**src/rtl/pw_entry_ctrl.sv**
```systemverilog
// -----------------------------------------------------------------------------
// pw_entry_ctrl
//   Initiator side of the smart-lock password check. Collects up to four keypad
//   digits into a 16-bit code, issues a one-cycle start to the password checker
//   (data1 = entered code, data2 = stored password), waits for finish, then
//   shows unlock or fail for RESULT_CYCLES. Consecutive failures are counted;
//   reaching MAX_FAILS forces a LOCKOUT_CYCLES lockout.
//
//   Optional build macro: PW_PROGRAM_EN
//     When defined, the stored password becomes writable. This is only
//     possible during the unlock window that follows a successful check.
//       - Digits typed during that window are collected. Each digit restarts
//         the window so the new code can be typed at keypad pace.
//       - With four digits collected, key_enter together with key_clear loads
//         the stored password.
//       - The load holds unlock high for one extra cycle as acknowledgement.
//     When undefined, chk_data2 is the constant DEFAULT_PW.
//
// Ports
//   clk, reset           : clock (rising edge), synchronous active-high reset
//   key_valid / key_code : digit strobe and 4-bit digit value
//   key_enter, key_clear : submit / discard strobes
//   chk_start            : one-cycle start pulse to the checker
//   chk_data1, chk_data2 : entered code, stored password
//   chk_finish, chk_match: checker done strobe and its result
//   unlock, fail         : result indication, held RESULT_CYCLES
//   locked_out           : high throughout lockout
//   digit_cnt, fail_cnt  : digits entered so far, consecutive failures
// -----------------------------------------------------------------------------
module pw_entry_ctrl #(
   parameter logic [15:0] DEFAULT_PW     = 16'h1234,
   parameter int          MAX_FAILS      = 3,
   parameter int          LOCKOUT_CYCLES = 1000,
   parameter int          RESULT_CYCLES  = 4
) (
   input  logic        clk,
   input  logic        reset,
   input  logic        key_valid,
   input  logic [3:0]  key_code,
   input  logic        key_enter,
   input  logic        key_clear,
   output logic        chk_start,
   output logic [15:0] chk_data1,
   output logic [15:0] chk_data2,
   input  logic        chk_finish,
   input  logic        chk_match,
   output logic        unlock,
   output logic        fail,
   output logic        locked_out,
   output logic [2:0]  digit_cnt,
   output logic [3:0]  fail_cnt
);

   typedef enum logic [2:0] {
      S_IDLE, S_COLLECT, S_REQ, S_WAIT, S_RESULT, S_LOCKOUT
   } state_t;

   localparam logic [3:0]  MAX_FAILS_L = 4'(MAX_FAILS);
   localparam logic [15:0] RES_LOAD    = 16'(RESULT_CYCLES - 1);
   localparam logic [15:0] LOCK_LOAD   = 16'(LOCKOUT_CYCLES - 1);

   state_t      state_q, state_d;
   logic [15:0] entry_q, entry_d;
   logic [2:0]  digit_cnt_q, digit_cnt_d;
   logic [3:0]  fail_cnt_q, fail_cnt_d;
   logic        match_q, match_d;     // result shown in the RESULT window
   logic [15:0] res_cnt_q, res_cnt_d;
   logic [15:0] lock_cnt_q, lock_cnt_d;
`ifdef PW_PROGRAM_EN
   logic [15:0] pw_q, pw_d;
`endif

   logic [15:0] entry_shift;
   logic [3:0]  fail_inc;

   assign entry_shift = {entry_q[11:0], key_code};
   assign fail_inc    = (fail_cnt_q == 4'hF) ? 4'hF : fail_cnt_q + 4'd1;

   // State register
   always_ff @(posedge clk) begin
      if (reset) begin
         state_q     <= S_IDLE;
         entry_q     <= '0;
         digit_cnt_q <= '0;
         fail_cnt_q  <= '0;
         match_q     <= 1'b0;
         res_cnt_q   <= '0;
         lock_cnt_q  <= '0;
`ifdef PW_PROGRAM_EN
         pw_q        <= DEFAULT_PW;
`endif
      end else begin
         state_q     <= state_d;
         entry_q     <= entry_d;
         digit_cnt_q <= digit_cnt_d;
         fail_cnt_q  <= fail_cnt_d;
         match_q     <= match_d;
         res_cnt_q   <= res_cnt_d;
         lock_cnt_q  <= lock_cnt_d;
`ifdef PW_PROGRAM_EN
         pw_q        <= pw_d;
`endif
      end
   end

   // Next-state and datapath
   always_comb begin
      state_d     = state_q;
      entry_d     = entry_q;
      digit_cnt_d = digit_cnt_q;
      fail_cnt_d  = fail_cnt_q;
      match_d     = match_q;
      res_cnt_d   = res_cnt_q;
      lock_cnt_d  = lock_cnt_q;
`ifdef PW_PROGRAM_EN
      pw_d        = pw_q;
`endif
      case (state_q)
         S_IDLE: begin
            if (key_valid) begin
               entry_d     = entry_shift;
               digit_cnt_d = 3'd1;
               state_d     = S_COLLECT;
            end
         end
         S_COLLECT: begin
            // clear beats enter beats digit
            if (key_clear) begin
               entry_d     = '0;
               digit_cnt_d = '0;
               state_d     = S_IDLE;
            end else if (key_enter) begin
               if (digit_cnt_q == 3'd4) begin
                  state_d = S_REQ;
               end else begin
                  // short entry fails locally, the checker is never asked
                  state_d     = S_RESULT;
                  match_d     = 1'b0;
                  fail_cnt_d  = fail_inc;
                  entry_d     = '0;
                  digit_cnt_d = '0;
                  res_cnt_d   = RES_LOAD;
               end
            end else if (key_valid && (digit_cnt_q < 3'd4)) begin
               entry_d     = entry_shift;
               digit_cnt_d = digit_cnt_q + 3'd1;
            end
         end
         S_REQ: begin
            state_d = S_WAIT;
         end
         S_WAIT: begin
            // finish is only looked at from here, never in the start cycle
            if (chk_finish) begin
               state_d     = S_RESULT;
               match_d     = chk_match;
               fail_cnt_d  = chk_match ? 4'd0 : fail_inc;
               entry_d     = '0;
               digit_cnt_d = '0;
               res_cnt_d   = RES_LOAD;
            end
         end
         S_RESULT: begin
            if (res_cnt_q == 16'd0) begin
               entry_d     = '0;
               digit_cnt_d = '0;
               if (fail_cnt_q >= MAX_FAILS_L) begin
                  state_d    = S_LOCKOUT;
                  lock_cnt_d = LOCK_LOAD;
               end else begin
                  state_d = S_IDLE;
               end
            end else begin
               res_cnt_d = res_cnt_q - 16'd1;
            end
`ifdef PW_PROGRAM_EN
            if (match_q) begin
               if (key_clear && key_enter && (digit_cnt_q == 3'd4)) begin
                  // load, then one more unlock cycle as acknowledgement
                  pw_d        = entry_q;
                  entry_d     = '0;
                  digit_cnt_d = '0;
                  res_cnt_d   = '0;
                  state_d     = S_RESULT;
               end else if (key_clear) begin
                  entry_d     = '0;
                  digit_cnt_d = '0;
               end else if (key_valid && (digit_cnt_q < 3'd4)) begin
                  entry_d     = entry_shift;
                  digit_cnt_d = digit_cnt_q + 3'd1;
                  res_cnt_d   = RES_LOAD;
                  state_d     = S_RESULT;
               end
            end
`endif
         end
         S_LOCKOUT: begin
            if (lock_cnt_q == 16'd0) begin
               fail_cnt_d = '0;
               state_d    = S_IDLE;
            end else begin
               lock_cnt_d = lock_cnt_q - 16'd1;
            end
         end
         default: state_d = S_IDLE;
      endcase
   end

   // Outputs (pure functions of state)
   always_comb begin
      chk_start  = (state_q == S_REQ);
      unlock     = (state_q == S_RESULT) && match_q;
      fail       = (state_q == S_RESULT) && !match_q;
      locked_out = (state_q == S_LOCKOUT);
      chk_data1  = entry_q;
      digit_cnt  = digit_cnt_q;
      fail_cnt   = fail_cnt_q;
`ifdef PW_PROGRAM_EN
      chk_data2  = pw_q;
`else
      chk_data2  = DEFAULT_PW;
`endif
   end

endmodule

```
**config.mk**
```make
export PLATFORM = sky130hd
export DESIGN_NAME = pw_entry_ctrl
export DESIGN_NICKNAME = d
export VERILOG_FILES = /design/src/rtl/pw_entry_ctrl.sv
export SDC_FILE = /design/constraint.sdc
export NUM_CORES = 1
export LEC_CHECK = 0
export CORE_MARGIN = 2
export CORE_UTILIZATION = 57
export DETAILED_ROUTE_END_ITERATION = 8
export GPL_TIMING_DRIVEN = 0
export HOLD_SLACK_MARGIN = 0.08
export PLACE_DENSITY = 0.95
export REMOVE_ABC_BUFFERS = 1
export SLEW_MARGIN = 15
export SYNTH_ARGS = -nofsm -noshare
export SYNTH_HDL_FRONTEND = slang
export SYNTH_SLANG_ARGS = --single-unit
```
**constraint.sdc**
```tcl
create_clock -name clk -period 4.17 [get_ports clk]
set_clock_uncertainty 0.2 [all_clocks]
set_input_delay 0.417 -clock clk [delete_from_list [all_inputs] [get_ports clk]]
set_output_delay 0.417 -clock clk [all_outputs]
set_load 0.01 [all_outputs]
```
# Word level (Yosys, flattened, before mapping)
# Index checks and enable logic that the tools add are counted.
[classes]
add_sub_neg = 4
multipliers = 0
div = 0
magnitude_cmp = 2
n_eq_ne = 20
n_shift = 0
mux = 47
n_bitwise = 0
n_reduce_logical = 18
[ops]
columns = ["operator", "count"]
rows = [
  ["two-way mux 16 bit", 15],
  ["one-hot mux 16 bit (4 select lines)", 1],
  ["one-hot mux 16 bit (3 select lines)", 1],
  ["two-way mux 3 bit", 14],
  ["zero test 16 bit", 2],
  ["one-hot mux 16 bit (2 select lines)", 1],
  ["subtractor 16 x 1 -> 16 bit (second input constant)", 2],
  ["two-way mux 4 bit", 7],
  ["inequality test 2 bit (second input constant)", 9],
  ["one-hot mux 3 bit (6 select lines)", 1],
  ["AND reduction 6 bit", 3],
  ["one-hot mux 3 bit (4 select lines)", 1],
  ["one-hot mux 4 bit (3 select lines)", 1],
  ["AND reduction 5 bit", 2],
  ["equality test 3 bit (second input constant)", 3],
  ["inequality test 4 bit (second input constant)", 2],
  ["equality test 3 x 2 -> 1 bit (second input constant)", 2],
  ["nonzero test 3 bit", 2],
  ["adder 4 x 1 -> 4 bit (second input constant)", 1],
  ["equality test 4 bit (second input constant)", 1],
  [">= comparator 4 x 2 -> 1 bit (second input constant)", 1],
  ["two-way mux 1 bit", 4],
  ["AND reduction 4 bit", 1],
  ["nonzero test 2 bit", 2],
  ["other kinds (10)", 12],
]
[totals]
ff_bits = 59
latchBits = 0
mem_bits_rw = 0
mem_bits_ro = 0
input_bits = 11
out_inout_bits = 43
word_cells = 98
memories = 0

# Depth between registers and ports, before layout
[depth]
depth_word = 6
ltp_mapped = 8
ltp_nobuf = 7

# Least setup slack after synthesis
# No wires, ideal clock.
[synth_path]
path_type = "register to register"
from = "register lock_cnt_q[6]"
to = "register lock_cnt_q[15]"
setup_time_ns = 0.066
arrival_time_ns = 1.898
required_time_ns = 3.904
path_slack_ns = 2.006
stages_incl_launch_ff = 5
n_path_buf = 0
period_less_slack_ns = 2.164
path_cell_list = "dfxtp_1 -> or4_4 -> or3_4 -> or4_4 -> a21oi_2"
[synth_between]
elab_chain_len = 3
elab_cells_between_ends = 6
classes_between = "1 x add/sub; 1 x eq/ne; 2 x mux; 2 x reduce/logical"
[synth_lines]
columns = ["element", "line_no", "text"]
rows = [
  ["from (decl)", "68", "logic [15:0] lock_cnt_q, lock_cnt_d;"],
  ["from (signal assigned)", "99", "lock_cnt_q <= lock_cnt_d;"],
  ["subtractor 16 x 1 -> 16 bit / zero test 16 bit (equally long branches)", "202, 198", ""],
  ["two-way mux 16 bit / inequality test 2 bit (equally long branches)", "n/a", ""],
  ["one-hot mux 16 bit (2 select lines) / AND reduction 4 bit (equally long branches)", "n/a", ""],
]
# Parallel ways exist; a longest one is shown, timed or not. The select of a mux whose other input is x is not followed.
# A chain may end at the register's enable or synchronous reset.

# Final worst setup path
[layout_path]
from = "register res_cnt_q[6]"
to = "register digit_cnt_q[0] (netlist: digit_cnt[0])"
[layout_between]
elab_chain_len = 3
[layout_lines]
columns = ["element", "line_no", "text"]
rows = [
  ["from (decl)", "67", "logic [15:0] res_cnt_q, res_cnt_d;"],
  ["from (signal assigned)", "98", "res_cnt_q <= res_cnt_d;"],
  ["zero test 16 bit", "164", "if (res_cnt_q == 16'd0) begin"],
  ["inequality test 2 bit (no source line)", "n/a", ""],
  ["AND reduction 6 bit (no source line)", "n/a", ""],
  ["to (signal assigned)", "95", "digit_cnt_q <= digit_cnt_d;"],
  ["to (decl)", "64", "logic [2:0] digit_cnt_q, digit_cnt_d;"],
]
# No other way between the ends.

==> results by group <==
Finish
  – Finished Layout Cells: 498
  – Fin area: 0.00375 mm^2
  – Final Util: 0.681
  – Fillers: 418
  – Final nets: 437
  – ANT cells: 0
  – Fraction of layout cells with a size suffix above 1: 0.0634
  – P&R area growth vs syn: 15.9%

CTS
  – Clk sink count: 59
  – TritonCTS clock tree: built
  – TritonCTS Buffers: 9
  – Post-CTS Hold Buffers: 0
  – Cts repair resizes: 0
  – Clk root buf: clkbuf_8
  – Clock transition at path regs: 0.07 ns
  – Worst-skew pair later-pin latency: 0.34 ns
  – Setup bufs post-CTS: 0
  – CTS max path bufs: 2
  – H-Tree Depth: 3

GRT
  – Antenna violations before repair: 0
  – Grt total ovfl: 0
  – First-pass GRT wire length: 12000 um
  – GRT Overall Usage: 0.237
  – Largest net degree at the start of global routing: 47
  – Vias in the first global route: 2697

Setup path
  – CP endpoint kind: flop
  – Crit-path max FO: 15
  – Worst EP arrival: 3.18 ns
  – Crit Path Category: reg -> reg
  – Type of origin of the critical path: flop
  – Critical Path Source: res_cnt_q[6]$_SDFFE_PP0P_
  – CP required: 4.21 ns
  – R2R Path Start: res_cnt_q[6]$_SDFFE_PP0P_

STA
  – Final Hold Fails: 0
  – RSZ-0062 raised after global routing: false
  – Pins Over Slew Limit: 0
  – Final min period: 3.14 ns
  – Max_slew headroom: 0.392
  – Worst Max-Slew Pin Slew: 0.906 ns
  – Final period utilization: 0.752
  – Final setup vio count: 0
  – Fin worst setup slack: 1.03 ns
  – Fmax: 319 MHz
  – Setup TNS: 0 ns

Synthesis
  – Count of different cell masters after synthesis: 60
  – Avg Inst Size Synth: 8.15 um^2
  – Sequential fraction of the synthesis area: 0.365
  – EDFF count, synth: 0
  – Post-Synthesis Cells: 397
  – Synth warn: 0
  – FFs w/ async S/R, synth: 0
  – Synthesized area: 0.00324 mm^2
  – Synth Register Bits: 59
  – Most used flip-flop cell after synthesis: dfxtp_1

Job
  – Maximum capacitance violations: 0

Routing
  – Initial DRC count: 170
  – Post-route ant nets: 0
  – TritonRoute pass-1 iters: 4
  – DRC errors left: 0
  – Final WL: 7340 um
  – DR vias/cell: 6.02
  – Drt wl/cell: 14.7 um
  – Vias post-DR: 2996

Placement
  – DP HPWL: 4830 um
  – Dpl cells: 482
  – GPL Wtd Cong: 0.862
  – Cell Area, Placed: 0.00353 mm^2
  – PortBufs: 37
  – Setup WS pre-CTS: 1.12 ns

Floorplanning
  – Initial Util: 0.588
  – Std cell rows: 27
  – Die ar.: 0.00630 mm^2
  – Core area: 0.00551 mm^2
  – Die W: 79.4 um
  – Chip Height: 79.4 um
  – IO Pins: 54

Run status
  – Status: completed

Hold path
  – Worst Hold Class: reg -> reg
  – Hold Crit Start: chk_data1[13]$_SDFFE_PP0P_

Power and ir drop
  – VDD IR-drop max: 0.277 mV
  – P_leak: 1.33 nW
  – Power density cells: 477 mW/mm^2
==> cells in the final DEF (no fill, tap or decap), types with 3 or more instances in the layout <==
cell type and count:
nor2_1 34, or4_1 4, nor2b_1 7, or3_1 12, o21ai_0 21, ha_1 5
inv_1 9, a311oi_1 3, nor3b_1 3, xor2_1 9, nand2b_1 9, nor3_1 17
nand2_1 19, nand4_1 20, xnor2_1 8, conb_1 16, nor4_1 6, o31ai_1 3
dfxtp_1 59, clkbuf_8 10, nand3b_1 5, mux2i_1 5, and2_1 4, clkdlybuf4s50_1 36
a211oi_1 6, nand3_1 10, a31oi_1 4, a21oi_1 39
==> routing by layer <==
layer	GRT usage	wire length, um
met5	0	0
met4	0.107	159
met3	0.0352	406
met2	0.402	3490
met1	0.299	3280
==> through the flow <==
stage	hold WS (ns)	total power [mW]
2_1_floorplan	0.235	1.03
3_3_place_gp	0.261	1.18
3_5_place_dp	0.270	1.20
4_1_cts	0.281	1.78
5_1_grt	0.309	1.87
6_report	0.284	1.79
==> flip-flops by register name, indices dropped and copies added (netlist names) <==
name / cells
fail_cnt: 4
lock_cnt_q: 16
match_q: 1
state_q: 3
digit_cnt: 3
chk_data1: 16
res_cnt_q: 16
==> critical path, stage by stage, from the launching register on <==
cell	delay (ns)
dfxtp_1	0.36
nor4_1	0.60
nand4_1	0.67
a21boi_2	0.78
a21oi_1	0.15
a311oi_1	0.28
==> area by class of cell <==
class	count	area, um^2	share of cell area
clock inverters	4	73.8	0.0197
multi-input cells	305	1860	0.496
well taps	72	90.1	0.0240
flip-flops and latches	59	1180	0.315
clock buffers	12	145	0.0387
repair buffers	37	365	0.0974
inverters	9	33.8	0.00900
==> report_power, final <==
part | total [mW] | switching, mW | internal [mW]
clock | 0.582 | 0.228 | 0.353
sequential | 0.675 | 0.0633 | 0.612
combinational | 0.532 | 0.334 | 0.199
total | 1.79 | 0.625 | 1.16
==> synth_stat cells (all sizes together) (7+ instances only) <==
| library cell | instances | area, um^2 |
|---|---|---|
| dfxtp | 59 | 1180 |
| a21oi | 40 | 204 |
| nor2 | 34 | 128 |
| buf | 22 | 151 |
| o21ai | 22 | 110 |
| nand4 | 20 | 125 |
| nand2 | 19 | 71.3 |
| nor3 | 17 | 85.1 |
| clkbuf | 16 | 60.1 |
| or3 | 13 | 86.3 |
| nand3 | 10 | 50.1 |
| inv | 9 | 33.8 |
| nand2b | 9 | 56.3 |
| xor2 | 9 | 78.8 |
| xnor2 | 8 | 70.1 |
| nor2b | 7 | 43.8 |
| nor4 | 7 | 58.8 |
==> final timing paths <==
kind,endpoint,slack (ns),depth (start not counted)
hold / removal,chk_data1[13]$_SDFFE_PP0P_,0.28,2
hold reg to reg,chk_data1[13]$_SDFFE_PP0P_,0.28,2
setup / recovery,digit_cnt[0]$_SDFFE_PP0P_,1.03,5
setup reg to reg,digit_cnt[0]$_SDFFE_PP0P_,1.03,5
==> kinds of logic after synthesis <==
group,synth area share
xor+xnor,0.0460
flops,0.365
simple gates,0.290
mux,0.0189
buf+inv,0.0758
fa+ha+maj,0.0193
compound gates,0.183
other cells,0.00232
No activity file was read; power rests on OpenSTA's default activity.
